<file path="config.mk">
export PLATFORM = sky130hd
export DESIGN_NAME = cash_dispenser
export DESIGN_NICKNAME = d
export VERILOG_FILES = /design/src/rtl/cash_dispenser.sv
export SDC_FILE = /design/constraint.sdc
export NUM_CORES = 1
export LEC_CHECK = 0
export BUFFER_PORTS_ARGS = -buffer_cell sky130_fd_sc_hd__clkbuf_2
export CAP_MARGIN = 20
export CORE_AREA = 5 5 148 150
export CTS_BUF_LIST = sky130_fd_sc_hd__clkbuf_16
export CTS_CLUSTER_DIAMETER = 40
export DETAILED_ROUTE_END_ITERATION = 10
export DIE_AREA = 0 0 153 155
export PLACE_DENSITY = 0.77
export SLEW_MARGIN = 20
export SYNTH_ARGS = -nofsm -noshare
export SYNTH_HDL_FRONTEND = slang
export SYNTH_SLANG_ARGS = --single-unit
</file>
<file path="constraint.sdc">
create_clock -name clk -period 31.4 [get_ports clk]
set_input_delay 1.57 -clock clk [delete_from_list [all_inputs] [get_ports clk]]
set_output_delay 1.57 -clock clk [all_outputs]
set_load 0.05 [all_outputs]
</file>
<file path="src/rtl/cash_dispenser.sv">
// cash_dispenser: note dispenser controller with greedy withdrawal planning.
// The requested amount is validated, then a plan is built one note per cycle
// against shadow copies of the stock. Notes are ejected only after the whole
// plan succeeds, so a short stock never touches the real counters.
// Optional feature macro: DISP_ABORT_EN adds the disp_abort input, which cancels
// a transaction in CHECK, PLAN, DISPENSE or GAP with err_code 11.

module cash_dispenser #(
    parameter int INIT_2000 = 50,
    parameter int INIT_500  = 100,
    parameter int INIT_100  = 200,
    parameter int MAX_AMT   = 20000,
    parameter int PULSE_GAP = 3
) (
    input  logic        clk,
    input  logic        reset,
    input  logic        disp_req,
    input  logic [20:0] amount,
    input  logic        refill,
`ifdef DISP_ABORT_EN
    input  logic        disp_abort,
`endif
    output logic        disp_busy,
    output logic        note_pulse,
    output logic [1:0]  note_type,
    output logic        disp_done,
    output logic        disp_error,
    output logic [1:0]  err_code,
    output logic [9:0]  cnt_2000,
    output logic [9:0]  cnt_500,
    output logic [9:0]  cnt_100
);

    typedef enum logic [2:0] {
        S_IDLE,
        S_CHECK,
        S_PLAN,
        S_DISPENSE,
        S_GAP,
        S_DONE,
        S_ERROR
    } state_t;

    localparam logic [20:0] V2000    = 21'd2000;
    localparam logic [20:0] V500     = 21'd500;
    localparam logic [20:0] V100     = 21'd100;
    localparam logic [20:0] MAX_A    = 21'(MAX_AMT);
    localparam logic [9:0]  I2000    = 10'(INIT_2000);
    localparam logic [9:0]  I500     = 10'(INIT_500);
    localparam logic [9:0]  I100     = 10'(INIT_100);
    localparam logic [15:0] GAP_LAST = 16'(PULSE_GAP - 1);

    localparam logic [1:0] T_100  = 2'b00;
    localparam logic [1:0] T_500  = 2'b01;
    localparam logic [1:0] T_2000 = 2'b10;

    localparam logic [1:0] E_INVALID = 2'b01;
    localparam logic [1:0] E_SHORT   = 2'b10;
    localparam logic [1:0] E_ABORT   = 2'b11;

    state_t       state;
    state_t       state_next;

    logic [20:0]  rem;
    logic [9:0]   sh_2000;
    logic [9:0]   sh_500;
    logic [9:0]   sh_100;
    logic [9:0]   p_2000;
    logic [9:0]   p_500;
    logic [9:0]   p_100;
    logic [15:0]  gap_cnt;

    logic         abort_req;
    logic         latch_req;
    logic         do_refill;
    logic         load_plan;
    logic         take_2000;
    logic         take_500;
    logic         take_100;
    logic         pop_2000;
    logic         pop_500;
    logic         pop_100;
    logic         clear_plan;
    logic         err_set;
    logic [1:0]   err_val;
    logic         gap_load;
    logic         gap_dec;
    logic         plan_left;

`ifdef DISP_ABORT_EN
    assign abort_req = disp_abort;
`else
    assign abort_req = 1'b0;
`endif

    assign plan_left = (p_2000 != 10'd0) || (p_500 != 10'd0) || (p_100 != 10'd0);

    // State register; reset abandons any transaction in flight.
    always_ff @(posedge clk or negedge reset) begin
        if (!reset) begin
            state <= S_IDLE;
        end else begin
            state <= state_next;
        end
    end

    // Next-state decode plus the strobes and datapath controls for each state.
    always_comb begin
        state_next = state;
        disp_busy  = (state != S_IDLE);
        note_pulse = 1'b0;
        note_type  = T_100;
        disp_done  = 1'b0;
        disp_error = 1'b0;
        latch_req  = 1'b0;
        do_refill  = 1'b0;
        load_plan  = 1'b0;
        take_2000  = 1'b0;
        take_500   = 1'b0;
        take_100   = 1'b0;
        pop_2000   = 1'b0;
        pop_500    = 1'b0;
        pop_100    = 1'b0;
        clear_plan = 1'b0;
        err_set    = 1'b0;
        err_val    = 2'b00;
        gap_load   = 1'b0;
        gap_dec    = 1'b0;

        case (state)
            S_IDLE: begin
                if (disp_req) begin
                    latch_req  = 1'b1;
                    state_next = S_CHECK;
                end else if (refill) begin
                    do_refill = 1'b1;
                end
            end

            S_CHECK: begin
                if (abort_req) begin
                    err_set    = 1'b1;
                    err_val    = E_ABORT;
                    state_next = S_ERROR;
                end else if ((rem == 21'd0) || ((rem % V100) != 21'd0) || (rem > MAX_A)) begin
                    err_set    = 1'b1;
                    err_val    = E_INVALID;
                    state_next = S_ERROR;
                end else begin
                    load_plan  = 1'b1;
                    state_next = S_PLAN;
                end
            end

            S_PLAN: begin
                if (abort_req) begin
                    clear_plan = 1'b1;
                    err_set    = 1'b1;
                    err_val    = E_ABORT;
                    state_next = S_ERROR;
                end else if (rem == 21'd0) begin
                    state_next = S_DISPENSE;
                end else if ((rem >= V2000) && (sh_2000 != 10'd0)) begin
                    take_2000 = 1'b1;
                end else if ((rem >= V500) && (sh_500 != 10'd0)) begin
                    take_500 = 1'b1;
                end else if ((rem >= V100) && (sh_100 != 10'd0)) begin
                    take_100 = 1'b1;
                end else begin
                    err_set    = 1'b1;
                    err_val    = E_SHORT;
                    state_next = S_ERROR;
                end
            end

            S_DISPENSE: begin
                if (p_2000 != 10'd0) begin
                    note_pulse = 1'b1;
                    note_type  = T_2000;
                    pop_2000   = 1'b1;
                end else if (p_500 != 10'd0) begin
                    note_pulse = 1'b1;
                    note_type  = T_500;
                    pop_500    = 1'b1;
                end else if (p_100 != 10'd0) begin
                    note_pulse = 1'b1;
                    note_type  = T_100;
                    pop_100    = 1'b1;
                end
                if (abort_req) begin
                    clear_plan = 1'b1;
                    err_set    = 1'b1;
                    err_val    = E_ABORT;
                    state_next = S_ERROR;
                end else begin
                    gap_load   = 1'b1;
                    state_next = S_GAP;
                end
            end

            S_GAP: begin
                if (abort_req) begin
                    clear_plan = 1'b1;
                    err_set    = 1'b1;
                    err_val    = E_ABORT;
                    state_next = S_ERROR;
                end else if (gap_cnt == 16'd0) begin
                    state_next = plan_left ? S_DISPENSE : S_DONE;
                end else begin
                    gap_dec = 1'b1;
                end
            end

            S_DONE: begin
                disp_done  = 1'b1;
                state_next = S_IDLE;
            end

            S_ERROR: begin
                disp_error = 1'b1;
                state_next = S_IDLE;
            end

            default: begin
                state_next = S_IDLE;
            end
        endcase
    end

    // Remaining amount: captured at request time, reduced as notes are planned.
    always_ff @(posedge clk or negedge reset) begin
        if (!reset) begin
            rem <= 21'd0;
        end else if (latch_req) begin
            rem <= amount;
        end else if (take_2000) begin
            rem <= rem - V2000;
        end else if (take_500) begin
            rem <= rem - V500;
        end else if (take_100) begin
            rem <= rem - V100;
        end
    end

    // Shadow stock used only while planning, so the real counters stay intact on failure.
    always_ff @(posedge clk or negedge reset) begin
        if (!reset) begin
            sh_2000 <= 10'd0;
            sh_500  <= 10'd0;
            sh_100  <= 10'd0;
        end else if (load_plan) begin
            sh_2000 <= cnt_2000;
            sh_500  <= cnt_500;
            sh_100  <= cnt_100;
        end else begin
            if (take_2000) sh_2000 <= sh_2000 - 10'd1;
            if (take_500)  sh_500  <= sh_500  - 10'd1;
            if (take_100)  sh_100  <= sh_100  - 10'd1;
        end
    end

    // Plan counts: built up in PLAN, consumed one note per DISPENSE, wiped on abort.
    always_ff @(posedge clk or negedge reset) begin
        if (!reset) begin
            p_2000 <= 10'd0;
            p_500  <= 10'd0;
            p_100  <= 10'd0;
        end else if (load_plan || clear_plan) begin
            p_2000 <= 10'd0;
            p_500  <= 10'd0;
            p_100  <= 10'd0;
        end else begin
            if (take_2000)     p_2000 <= p_2000 + 10'd1;
            else if (pop_2000) p_2000 <= p_2000 - 10'd1;
            if (take_500)      p_500  <= p_500  + 10'd1;
            else if (pop_500)  p_500  <= p_500  - 10'd1;
            if (take_100)      p_100  <= p_100  + 10'd1;
            else if (pop_100)  p_100  <= p_100  - 10'd1;
        end
    end

    // Real inventory: reloaded on refill, decremented only when a note is ejected.
    always_ff @(posedge clk or negedge reset) begin
        if (!reset) begin
            cnt_2000 <= I2000;
            cnt_500  <= I500;
            cnt_100  <= I100;
        end else if (do_refill) begin
            cnt_2000 <= I2000;
            cnt_500  <= I500;
            cnt_100  <= I100;
        end else begin
            if (pop_2000) cnt_2000 <= cnt_2000 - 10'd1;
            if (pop_500)  cnt_500  <= cnt_500  - 10'd1;
            if (pop_100)  cnt_100  <= cnt_100  - 10'd1;
        end
    end

    // Error code is held after a failure and only cleared by the next request.
    always_ff @(posedge clk or negedge reset) begin
        if (!reset) begin
            err_code <= 2'b00;
        end else if (latch_req) begin
            err_code <= 2'b00;
        end else if (err_set) begin
            err_code <= err_val;
        end
    end

    // Gap timer: loaded on each pulse, counts down the idle cycles before the next one.
    always_ff @(posedge clk or negedge reset) begin
        if (!reset) begin
            gap_cnt <= 16'd0;
        end else if (gap_load) begin
            gap_cnt <= GAP_LAST;
        end else if (gap_dec) begin
            gap_cnt <= gap_cnt - 16'd1;
        end
    end

endmodule

</file>
After elaboration in Yosys (flattened, before gate mapping)
Index checks and enable logic that the tools add are counted.
{"block": "totals", "ff_bits": 132, "output_inout_bits": 38, "word_cells": 165}
{"block": "classes", "n_addsub": 16, "div": 1, "n_lt_le_gt_ge": 4, "n_eq_ne": 11, "n_mux": 89, "reduce_logical": 31}
{"operator": "$mux 10", "count": 21}
{"operator": "$sub 10x1->10 const B", "count": 9}
{"operator": "$mux 21", "count": 4}
{"operator": "$reduce_bool 10->1", "count": 6}
{"operator": "$mux 1", "count": 43}
{"operator": "$mux 16", "count": 2}
{"operator": "$add 10x1->10 const B", "count": 3}
{"operator": "$mux 3", "count": 8}
{"operator": "$ge 21x11->1 const B", "count": 1}
{"operator": "$ge 21x7->1 const B", "count": 1}
{"operator": "$ge 21x9->1 const B", "count": 1}
{"operator": "$gt 21x15->1 const B", "count": 1}
{"operator": "$logic_not 21->1", "count": 1}
{"operator": "$mod 21x7->21 const B", "count": 1}
{"operator": "$reduce_bool 21->1", "count": 1}
{"operator": "$sub 21x11->21 const B", "count": 1}
{"operator": "$sub 21x7->21 const B", "count": 1}
{"operator": "$sub 21x9->21 const B", "count": 1}
{"operator": "$logic_not 16->1", "count": 1}
{"operator": "$mux 2", "count": 8}
{"operator": "$reduce_bool 2->1", "count": 8}
{"operator": "$sub 16x1->16 const B", "count": 1}
{"operator": "$pmux 3 s5", "count": 1}
{"operator": "$reduce_bool 3->1", "count": 4}
{"operator": "other kinds (12)", "count": 23}

Depth between registers and ports, before layout
{"block": "depth", "depth_word": 11, "depth_mapped": 41, "ltp_nobuf": 35}

Worst setup path before layout
OpenSTA, ideal clock, no wires.
{"block": "synth_path", "kind": "register -> register", "from": "register rem[4]", "to": "register sh_2000[2]", "setup_ns": 0.126, "t_arrival_ns": 10.168, "required_time_ns": 31.274, "slack_ns": 21.106, "path_stages_with_launch": 37, "path_buffers": 1, "synth_period_minus_slack_ns": 10.294, "path_cell_list": "dfrtp_1 > inv_1 > ha_1 > or3b_2 > a2111oi_4 > mux2_2 > or2_2 > nor2_2 > a2111o_1 > o211ai_1 > a311oi_1 > a41oi_2 > a311o_1 > nor4b_4 > o21a_1 > a21o_1 > a2111o_1 > o211ai_2 > mux2_4 > a311oi_1 > a2111oi_2 > a21oi_1 > mux2i_2 > a211o_2 > nand4_4 > nor4b_1 > or4_4 > a311o_1 > a22o_2 > a211oi_4 > nor2_1 > xnor2_1 > or4_1 > a221oi_4 > buf_6 > mux2i_1 > a221o_1"}
{"block": "synth_between", "elab_chain_len": 7, "word_cells_on_any_way": 15}
{"element": "start, declared", "line_no": "64", "source": "logic [20:0] rem;"}
{"element": "start signal, assigned", "line_no": "235", "source": "rem <= amount;"}
{"element": "start signal, assigned", "line_no": "237", "source": "rem <= rem - V2000;"}
{"element": "start signal, assigned", "line_no": "239", "source": "rem <= rem - V500;"}
{"element": "$mod 21x7->21", "line_no": "145", "source": "end else if ((rem == 21'd0) || ((rem % V100) != 21'd0) || (rem > MAX_A)) begin"}
{"element": "$reduce_bool 21->1", "line_no": "145"}
{"element": "$logic_or 1x1->1 (2 in a row)", "line_no": "145"}
{"element": "$mux 1", "line_no": "145"}
{"element": "$mux 1", "line_no": "130", "source": "case (state)"}
{"element": "$mux 10 or $reduce_bool 2->1 (tied branches)"}
{"element": "end signal, assigned", "line_no": "252", "source": "sh_2000 <= cnt_2000;"}
{"element": "end signal, assigned", "line_no": "256", "source": "if (take_2000) sh_2000 <= sh_2000 - 10'd1;"}
{"element": "end, declared", "line_no": "65", "source": "logic [9:0] sh_2000;"}
Several ways; a longest one is shown, not always the timed one.
A chain may end at the register's enable or synchronous reset.

Worst setup path after layout
{"block": "layout_path", "from": "register rem[5]", "to": "register sh_500[2]"}
{"block": "layout_between", "elab_chain_len": 7, "word_cells_on_any_way": 18}
{"element": "$mod 21x7->21 or $ge 21x9->1 (tied branches)", "line_no": "145, 165"}
{"element": "$reduce_bool 21->1 or $logic_and 1x1->1 (tied branches)", "line_no": "145, 165"}
{"element": "$logic_or 1x1->1 or $mux 1 (tied branches)", "line_no": "145, 165"}
{"element": "$logic_or 1x1->1 or $mux 1 (tied branches)", "line_no": "145, 163"}
{"element": "$mux 1 (on tied branches)", "line_no": "145, 161"}
{"element": "$mux 1", "line_no": "130"}
{"element": "$mux 10 or $reduce_bool 2->1 (tied branches)"}
{"element": "end signal, assigned", "line_no": "253", "source": "sh_500 <= cnt_500;"}
{"element": "end signal, assigned", "line_no": "257", "source": "if (take_500) sh_500 <= sh_500 - 10'd1;"}
{"element": "end, declared", "line_no": "66", "source": "logic [9:0] sh_500;"}
Several ways; a longest one is shown, not always the timed one.

==> flow_summary.json <==
{
  "grt_pass1_wl_um": 51000,
  "tightest_slew_ns": 1.14,
  "drt-vias-per-instance": 6.41,
  "max_freq_mhz": 79.5,
  "synth_nets": 1477,
  "cts_tree": "built",
  "setup_viol": 0,
  "max_stage_delay_ns": 0.74,
  "coreArea_um2": 20600,
  "clk_latency_ns": 0.42,
  "crit_family": "compound AO/OA/AOI/OAI gates",
  "netlist_area_um2": 11600,
  "yosys.area.top_type": "dfrtp_1",
  "die-width_um": 153,
  "wirelength_um": 30300,
  "yosysWarnings": 0,
  "vias": 11000,
  "dieHeight_um": 155,
  "status": "complete, no violations",
  "critical_path_class": "reg -> reg",
  "slew_headroom": 0.240,
  "synth-seq-cells": 132,
  "core.rowCount": 53,
  "antenna_found_initial": 0,
  "synth.distinct_cells": 116,
  "cp_data_required_time_ns": 31.70,
  "cpMaxStageDelayCell": "o311ai_2",
  "fill_cells": 1794,
  "grt_start_max_net_pins": 87,
  "worstPathArrival_ns": 12.87,
  "portBuffers": 62,
  "synth_ff_type": "dfrtp_1",
  "min_period_ns": 12.57,
  "grt_pass1_vias": 10700,
  "dp_hpwl_um": 21800,
  "drc": 0,
  "max_cap_viol_count": 0,
  "hp-start": "rem[1]$_DFFE_PN0P_",
  "htreeDepth": 4,
  "crit_path_start_kind": "flop",
  "synthArstFlopShare": 1.00,
  "r2r_slack_ns": 18.83,
  "hold_violations": 0,
  "clk_pin_slew_worst_paths_ns": 0.06,
  "endpoint_kind": "flop",
  "area_growth_pct": 8.34,
  "rsz0062_at_grt": "false",
  "dr.pass1.iters": 5,
  "post_cts_buffers": 0,
  "grt.total_usage": 0.252,
  "crit_fanout": 86,
  "drtIter0Drc": 900,
  "grt_overflow_total": 0,
  "hp-class": "reg -> reg",
  "cts_buffer_depth": 2,
  "cts_hold_buf": 0,
  "critPathBufInv": 2,
  "maxSlewViolCount": 0,
  "syn_inst": 1410,
  "start_util": 0.563,
  "synth_edf_count": 0,
  "final_cell_mix": "169 x nor2_1, 124 x nand2_1, 123 x dfrtp_1, 96 x a21oi_1, 74 x xnor2_1",
  "ios": 63,
  "nNetsFinal": 1502,
  "drive_gt1_frac": 0.126,
  "synth_top_area_frac": 0.266,
  "avgSynthCellArea_um2": 8.20,
  "worstSetupStartpoint": "rem[5]$_DFFE_PN0P_",
  "ctsResizeCount": 0,
  "rr_startpoint": "rem[5]$_DFFE_PN0P_",
  "yosysSeqAreaShare": 0.287,
  "antenna_left": 0,
  "insertedDiodeCount": 0,
  "layout_commonest_cell": "nor2_1",
  "cts_root_buf": "clkbuf_16",
  "finClkSkew_ns": 0.0110,
  "post_drt_wl_per_cell_um": 17.6,
  "routabilityCongestion": 0.947,
  "synthTopCellsByArea": "dfrtp_1 27%, xnor2_1 5.6%, nor2_1 5.5%",
  "finalCritPeriodShare": 0.400,
  "die_area_um2": 23700,
  "tns_ns": 0,
  "cts_sinks": 132,
  "cts_buffers": 17,
  "worst_path_most_repeated_cell": "a21oi_1"
}
## routing by layer
layer  vias to the layer above  wire length [µm]  GRT usage
met2                       407             14800      0.437
met3                        66              1750     0.0401
met5                         -                 0          0
li1                       5294                 -          -
met4                         0               686     0.0810
met1                      5273             13100      0.324
## cell usage after synthesis, types with 7 or more instances
| library cell | count |
|---|---|
| a211oi_1 | 15 |
| a21o_1 | 20 |
| a21oi_1 | 96 |
| a221o_1 | 17 |
| a311oi_1 | 8 |
| a31oi_1 | 9 |
| and2_1 | 20 |
| and3_1 | 13 |
| buf_2 | 12 |
| clkbuf_1 | 39 |
| dfrtp_1 | 123 |
| dfstp_2 | 9 |
| ha_1 | 39 |
| inv_1 | 45 |
| mux2_2 | 7 |
| mux2i_1 | 12 |
| nand2_1 | 124 |
| nand2b_1 | 22 |
| nand3_1 | 34 |
| nand4_1 | 9 |
| nor2_1 | 171 |
| nor2b_1 | 10 |
| nor3_1 | 43 |
| nor4_1 | 23 |
| o211ai_1 | 21 |
| o21a_1 | 8 |
| o21ai_0 | 56 |
| o21ai_1 | 37 |
| o21bai_1 | 11 |
| o31ai_1 | 17 |
| or2_2 | 12 |
| or3_1 | 31 |
| or4_1 | 8 |
| xnor2_1 | 74 |
| xor2_1 | 23 |
## final timing paths
check,endpoint,depth (start not counted)
max in group asynchronous,rem[1]$_DFFE_PN0P_,2
max,sh_500[2]$_DFFE_PN0P_,36
min reg2reg,rem[1]$_DFFE_PN0P_,2
min,rem[1]$_DFFE_PN0P_,2
max reg2reg,sh_500[2]$_DFFE_PN0P_,36
min in group asynchronous,gap_cnt[5]$_DFFE_PN0P_,1
## flip-flops by register name, summed over array words and instances (netlist names)
signal    flops
sh_2000      10
p_500        10
p_100        10
sh_100       10
rem          21
p_2000       10
cnt_500      10
state         3
cnt_2000     10
gap_cnt      16
sh_500       10
err_code      2
cnt_100      10
## tightest hold or removal path, cell delays in order (launching register included)
cell and delay, ns:
dfrtp_1 0.36, nand2_1 0.06, nand2_1 0.06
## per-stage QoR
stage               cells  setup slack (ns)   util  hold slack, ns  area, µm²
global route         1723             18.05  0.610           0.529      12500
detailed placement   1691             18.96  0.583           0.496      12000
finish               1723             18.83  0.610           0.507      12500
CTS                  1723             18.95  0.609           0.510      12500
global placement     1691             19.30  0.583           0.482      12000
floorplan            1410             21.11      -           0.467      11600
## logic make-up after synthesis
group,Yosys count,synth area share
multiplexers,25,0.0261
buffers and inverters,111,0.0406
AND/OR/NAND/NOR,563,0.246
XOR/XNOR,99,0.0763
adder cells (fa/ha/maj),44,0.0491
AO/OA/AOI/OAI,436,0.275
flip-flops,132,0.287
## final cells by class
type	instances	area, µm²	area share
Multi-Input combinational cell	1167	7790	0.622
Sequential cell	132	3310	0.264
Clock buffer	17	425	0.0339
Timing Repair Buffer	68	362	0.0289
Tap cell	275	344	0.0275
Inverter	49	184	0.0147
Clock inverter	15	114	0.00909
Power is not shown: default switching activity piles up to over one toggle a cycle in this logic, so the estimate is an artifact.
